--- src/rtl/hatch_ctrl.sv ---
`default_nettype none
`timescale 1ns/1ps
// ============================================================================
// Module   : hatch_ctrl
// Purpose  : Run controller for the egg-hatch second counter (start/pause/abort,
//            target compare, timed buzzer, hatched indication).
// Revision : 1.0 - initial release
// ============================================================================
module hatch_ctrl #(
    parameter int TICK_DIV  = 1000,
    parameter int ALARM_SEC = 5,
    parameter int W         = 5
) (
    input  logic         clk,
    input  logic         rst,
    input  logic         key_start,
    input  logic         key_pause,
    input  logic         key_clr,
    input  logic [W-1:0] cfg_target,
    input  logic [W-1:0] cnt_num,
    output logic         cnt_st,
    output logic         cnt_clr,
    output logic [2:0]   state,
    output logic [W-1:0] remaining,
    output logic         buzzer,
    output logic         hatched,
    output logic         err
);

    localparam logic [2:0] c_IDLE  = 3'd0;
    localparam logic [2:0] c_RUN   = 3'd1;
    localparam logic [2:0] c_PAUSE = 3'd2;
    localparam logic [2:0] c_ALARM = 3'd3;
    localparam logic [2:0] c_DONE  = 3'd4;

    localparam int            c_PW       = (TICK_DIV > 1) ? $clog2(TICK_DIV) : 1;
    localparam logic [c_PW-1:0] c_PRE_MAX = c_PW'(TICK_DIV - 1);
    localparam logic [3:0]    c_SEC_LAST = 4'(ALARM_SEC - 1);

    // Key vectors are indexed 0=start, 1=pause, 2=clr.
    logic [2:0]      r_s0, r_s1, r_s2, r_arm;
    logic [1:0]      r_vld;
    logic [2:0]      w_ev;
    logic [2:0]      r_state, w_next;
    logic [W-1:0]    r_target;
    logic [c_PW-1:0] r_pre;
    logic [3:0]      r_sec;
    logic            r_cnt_st, r_cnt_clr, r_err;
    logic            w_clr_p, w_err_p, w_latch;
    logic [W-1:0]    w_rem;

    // A key only arms once it has been seen low after reset, so a key held
    // through reset release cannot fire a spurious event.
    always_ff @(posedge clk or negedge rst) begin
        if (!rst) begin
            r_s0  <= '0;
            r_s1  <= '0;
            r_s2  <= '0;
            r_arm <= '0;
            r_vld <= '0;
        end else begin
            r_s0  <= {key_clr, key_pause, key_start};
            r_s1  <= r_s0;
            r_s2  <= r_s1;
            r_vld <= {r_vld[0], 1'b1};
            r_arm <= r_arm | ({3{r_vld[1]}} & ~r_s1);
        end
    end

    assign w_ev = r_s1 & ~r_s2 & r_arm;

    always_comb begin
        w_next  = r_state;
        w_clr_p = 1'b0;
        w_err_p = 1'b0;
        w_latch = 1'b0;
        case (r_state)
            c_IDLE, c_DONE: begin
                if (w_ev[0]) begin
                    if (cfg_target != '0) begin
                        w_next  = c_RUN;
                        w_clr_p = 1'b1;
                        w_latch = 1'b1;
                    end else begin
                        w_err_p = 1'b1;
                    end
                end
            end
            c_RUN: begin
                // While the clear pulse is out, cnt_num still shows the previous run.
                if (w_ev[1])
                    w_next = c_PAUSE;
                else if (!r_cnt_clr && (cnt_num >= r_target))
                    w_next = c_ALARM;
            end
            c_PAUSE: begin
                if (w_ev[0] || w_ev[1])
                    w_next = c_RUN;
            end
            c_ALARM: begin
                if (w_ev[0] || w_ev[1])
                    w_next = c_DONE;
                else if ((r_pre == c_PRE_MAX) && (r_sec == c_SEC_LAST))
                    w_next = c_DONE;
            end
            default: w_next = c_IDLE;
        endcase
        if (w_ev[2]) begin
            w_next  = c_IDLE;
            w_clr_p = 1'b1;
            w_err_p = 1'b0;
            w_latch = 1'b0;
        end
    end

    always_ff @(posedge clk or negedge rst) begin
        if (!rst) begin
            r_state   <= c_IDLE;
            r_target  <= '0;
            r_cnt_st  <= 1'b0;
            r_cnt_clr <= 1'b0;
            r_err     <= 1'b0;
            r_pre     <= '0;
            r_sec     <= '0;
        end else begin
            r_state   <= w_next;
            r_cnt_clr <= w_clr_p;
            r_err     <= w_err_p;
            // Run-enable rises one cycle after RUN entry, never alongside cnt_clr.
            r_cnt_st  <= (r_state == c_RUN) && (w_next == c_RUN);
            if (w_latch)
                r_target <= cfg_target;
            if ((w_next == c_ALARM) && (r_state != c_ALARM)) begin
                r_pre <= '0;
                r_sec <= '0;
            end else if (r_state == c_ALARM) begin
                if (r_pre == c_PRE_MAX) begin
                    r_pre <= '0;
                    r_sec <= r_sec + 4'd1;
                end else begin
                    r_pre <= r_pre + 1'b1;
                end
            end
        end
    end

    always_comb begin
        w_rem = '0;
        if ((r_state == c_RUN) || (r_state == c_PAUSE)) begin
            if (r_cnt_clr)
                w_rem = r_target;
            else if (cnt_num < r_target)
                w_rem = r_target - cnt_num;
        end
    end

    assign cnt_st    = r_cnt_st;
    assign cnt_clr   = r_cnt_clr;
    assign err       = r_err;
    assign state     = r_state;
    assign remaining = w_rem;
    assign buzzer    = (r_state == c_ALARM);
    assign hatched   = (r_state == c_DONE);

endmodule
`default_nettype wire

--- config.mk ---
export PLATFORM = sky130hd
export DESIGN_NAME = hatch_ctrl
export DESIGN_NICKNAME = d
export VERILOG_FILES = /design/src/rtl/hatch_ctrl.sv
export SDC_FILE = /design/constraint.sdc
export NUM_CORES = 1
export LEC_CHECK = 0
export CAP_MARGIN = 10
export CORE_ASPECT_RATIO = 0.8
export CORE_MARGIN = 2
export CORE_UTILIZATION = 45
export DETAILED_ROUTE_END_ITERATION = 8
export PLACE_DENSITY_LB_ADDON = 0.2
export SLEW_MARGIN = 20
export SYNTH_ARGS = -nofsm -noshare
export SYNTH_HDL_FRONTEND = slang
export SYNTH_SLANG_ARGS = --single-unit
--- constraint.sdc ---
create_clock -name clk -period 2.7 [get_ports clk]
set_input_delay 0.27 -clock clk [delete_from_list [all_inputs] [get_ports clk]]
set_output_delay 0.27 -clock clk [all_outputs]
set_load 0.01 [all_outputs]
==> results.toml <==
[status]
run_status = "finished clean"

[grt]
grt_start_max_net_pins = 40
groute.usage.overall_pct = 19.1
grt_pass1_vias = 1651
antenna_found_initial = 0
gr-total-overflow = 0
grt_pass1_wl_um = 7770

[worst_setup_path]
critical_path.most_common_cell = "sky130_fd_sc_hd__and3_1"
worst_r2r_endpoint = "r_pre[7]$_DFFE_PN0P_"
timing.critical_path.to_type = "output port"
crit_path_max_incr_delay_ps = 460
setup_slack_of_the_most_critical_reg_to_reg_path_ps = 420
r2r_cells = 9
cp_max_fo = 4
buf_inv_stages_crit_path = 3
cp_slowest_cell = "sky130_fd_sc_hd__clkdlybuf4s50_1"
worst-endpoint-arrival_ps = 2320
crit_path_start_kind = "primary input"
critical_path.top_delay_family = "buffers and inverters"
critical_path_required_ps = 2430
regToRegStartpoint = "r_target[4]$_DFFE_PN0P_"
crit_path_cell_trace = "clkdlybuf4s50_1 -> inv_1 -> ha_1 -> and3_1 -> o21ai_1 -> and3_1 -> or3_1 -> a21oi_1 -> dlygate4sd2_1"
crit_type = "primary input to output port"

[synthesis]
seq_cells_post_synth = 39
synth-seq-area-share_pct = 45.1
netlist_area_sq_um = 2170
synth_area_per_cell_sq_um = 9.46
asyncSetResetFlopFracSynth_pct = 100
syn_nets = 253
cells_after_synth = 229
synth.distinct_cells = 44
dominantRegCellSynth = "sky130_fd_sc_hd__dfrtp_1"
yosys_warnings = 0
synth-edff-count = 0

[sta]
layout_min_cycle_time_ps = 2590
max_freq_ghz = 0.386
finalSetupViolCount = 0
transition_at_the_pin_with_the_smallest_max_transition_slack_ps = 818
final.period_utilization_pct = 96.0
rsz0062_at_grt = "no"
timing.max_slew.rel_slack_pct = 45.4
final.setup.worst_slack_ps = 108
finalHoldViolCount = 0
maxSlewViolCount = 0
fin_skew_ps = 9.69

[routing]
ant_nets = 0
drc_errors = 0
drt_wl_total_um = 4420
wl_per_cell_um = 13.4
route.detailed.vias_per_inst = 5.37
drtIter0Drc = 127
drt_first_pass_iters = 4
via_count = 1767

[pwr]
power_leakage_nw = 1.17
irDropWorstVdd_mv = 0.501
power_mw = 2.41
power_density_nw_per_um2 = 903

[run]
drv_cap = 0

[floorplan]
initial_core_util_pct = 47.1
i_o_pins = 28
floorplan.die.width_um = 81.6
core_area_sq_um = 4600
die-height_um = 66.1
fp.dieArea_sq_um = 5390
floorplan.rows = 22

[cells_and_area]
postLayoutCellArea_sq_um = 2670
final_layout_size_suffix_gt1_share_pct = 12.3
post_synthesis_to_final_layout_area_growth_pct = 23.1
n_diodes = 0
finalNetCount = 292
fillerInstances = 408

[clocking]
clk_root_buffer_cell = "sky130_fd_sc_hd__clkbuf_8"
clock_tree_from_tritoncts = "done"
cts-buffers-inserted = 5
postCtsSetupRepairBufs = 0
worstSkewPairLatency_ps = 290
clk_pin_slew_worst_paths_ps = 80
clockBufferDepth = 2
numClockSinks = 39
cts_htree_levels = 2

[place]
placedInstanceArea_sq_um = 2550
dp_worst_setup_slack_ps = -163
globalplace.congestion = 0.808
detailed_place_hpwl_um = 3350
io_buffers = 27

[worst_hold_path]
min_path_type = "primary input to async pin"
[where the power goes]
part	leakage (nW)	total, mW	switching (mW)	internal [mW]
registers	0.477	0.896	0.172	0.725
clock network	0.0548	0.489	0.211	0.278
logic	0.635	1.02	0.515	0.508
total	1.17	2.41	0.897	1.51
[cells in the mapped netlist (all sizes together), types with 2 or more instances]
library cell / n / share of area, %
nand2: 23 / 4.0
buf: 3 / 1.2
dfrtp: 39 / 45
mux2i: 3 / 1.4
ha: 8 / 4.6
a31o: 4 / 1.6
o21bai: 2 / 0.69
nor2b: 5 / 1.4
or3: 4 / 1.2
a41oi: 9 / 3.6
clkbuf: 4 / 0.69
o21ai: 10 / 2.3
nand3: 9 / 2.1
and2: 4 / 1.2
nor3: 9 / 2.1
and3: 7 / 2.0
a31oi: 2 / 0.58
inv: 15 / 2.6
a21o: 4 / 1.4
o31ai: 2 / 1.3
a21oi: 20 / 4.6
nand3b: 3 / 1.0
xnor2: 3 / 1.2
nor2: 17 / 3.1
and3b: 3 / 1.2
mux2: 4 / 2.1
[sequential cells by signal, summed over array words and instances, names as in the netlist]
name and count:
state 3, r_pre 10, r_s2 3, r_vld 2, cnt_clr 1, r_target 5, r_s0 3, cnt_st 1
r_sec 4, err 1, r_s1 3, r_arm 3
[worst max path at each step]
stage,start,to,slack [ps],cells after the start
6_report,cnt_num[4],remaining[0],110,9
5_1_grt,cnt_num[1],remaining[0],0.1,9
4_1_cts,r_target[0]$_DFFE_PN0P_,remaining[4],60,10
3_5_place_dp,cnt_num[0],remaining[4],-160,10
3_3_place_gp,cnt_num[0],remaining[4],-140,10
2_1_floorplan,r_target[0]$_DFFE_PN0P_,remaining[4],680,9
[worst reg2reg max path: stages, from the launching register on]
cell and delay, ps:
sky130_fd_sc_hd__dfrtp_1 410, sky130_fd_sc_hd__ha_1 340, sky130_fd_sc_hd__and3_1 220, sky130_fd_sc_hd__o21ai_1 80, sky130_fd_sc_hd__and3_1 220, sky130_fd_sc_hd__buf_4 120
sky130_fd_sc_hd__o21ai_1 120, sky130_fd_sc_hd__buf_4 170, sky130_fd_sc_hd__a2111oi_2 370, sky130_fd_sc_hd__nor3_1 110
[per-layer routing]
metal	global-route usage (%)	part of all wire (%)	up-vias
li1	-	-	899
met1	27.7	52	839
met2	28.5	44	21
met3	3.69	3.1	8
met4	6.36	1.3	0
met5	0	0	-
[layout by cell type (no fill, tap or decap), drive strengths merged, types with 8 or more instances in the layout]
cell type | netlist | layout
inv | 15 | 16
dfrtp | 39 | 39
nand2 | 23 | 23
a21oi | 20 | 20
a41oi | 9 | 9
clkdlybuf4s50 | 0 | 21
buf | 3 | 13
o21ai | 10 | 10
nor3 | 9 | 9
nand3 | 9 | 9
ha | 8 | 8
nor2 | 17 | 17
[cells by family after synthesis]
kind of cell	synth area share, %
XOR/XNOR	1.21
multiplexers	3.47
AND/OR/NAND/NOR	21.5
other	0.173
AO/OA/AOI/OAI	18.4
buffers and inverters	4.68
flip-flops	45.1
adder cells (fa/ha/maj)	5.55
[layout make-up]
class	instances	area (sq um)	share of cell area, %
multi-input combinational	167	1090	41.1
sequential	39	976	36.6
timing repair buffer	39	345	13.0
tap	60	75.1	2.82
clock buffer	5	68.8	2.58
inverter	16	60.1	2.25
clock inverter	3	46.3	1.74
[timing repair]
item                                    4_1_cts  5_1_grt
cloned                                        0        0
pin swaps                                     0        0
endpoints found under the setup margin        5        1
gates resized for setup                       6        3
hold buffers                                  0        0
[metrics by stage]
step,hold WS (ps),std cells,utilization (%),TNS (ps)
2_1_floorplan,-25.6,229,-,0
3_3_place_gp,332,321,55.6,-516
3_5_place_dp,340,321,55.6,-502
4_1_cts,104,329,58.0,0
5_1_grt,146,329,58.0,0
6_report,66.7,329,58.0,0
Note: power is estimated with default switching activity, not from simulation.
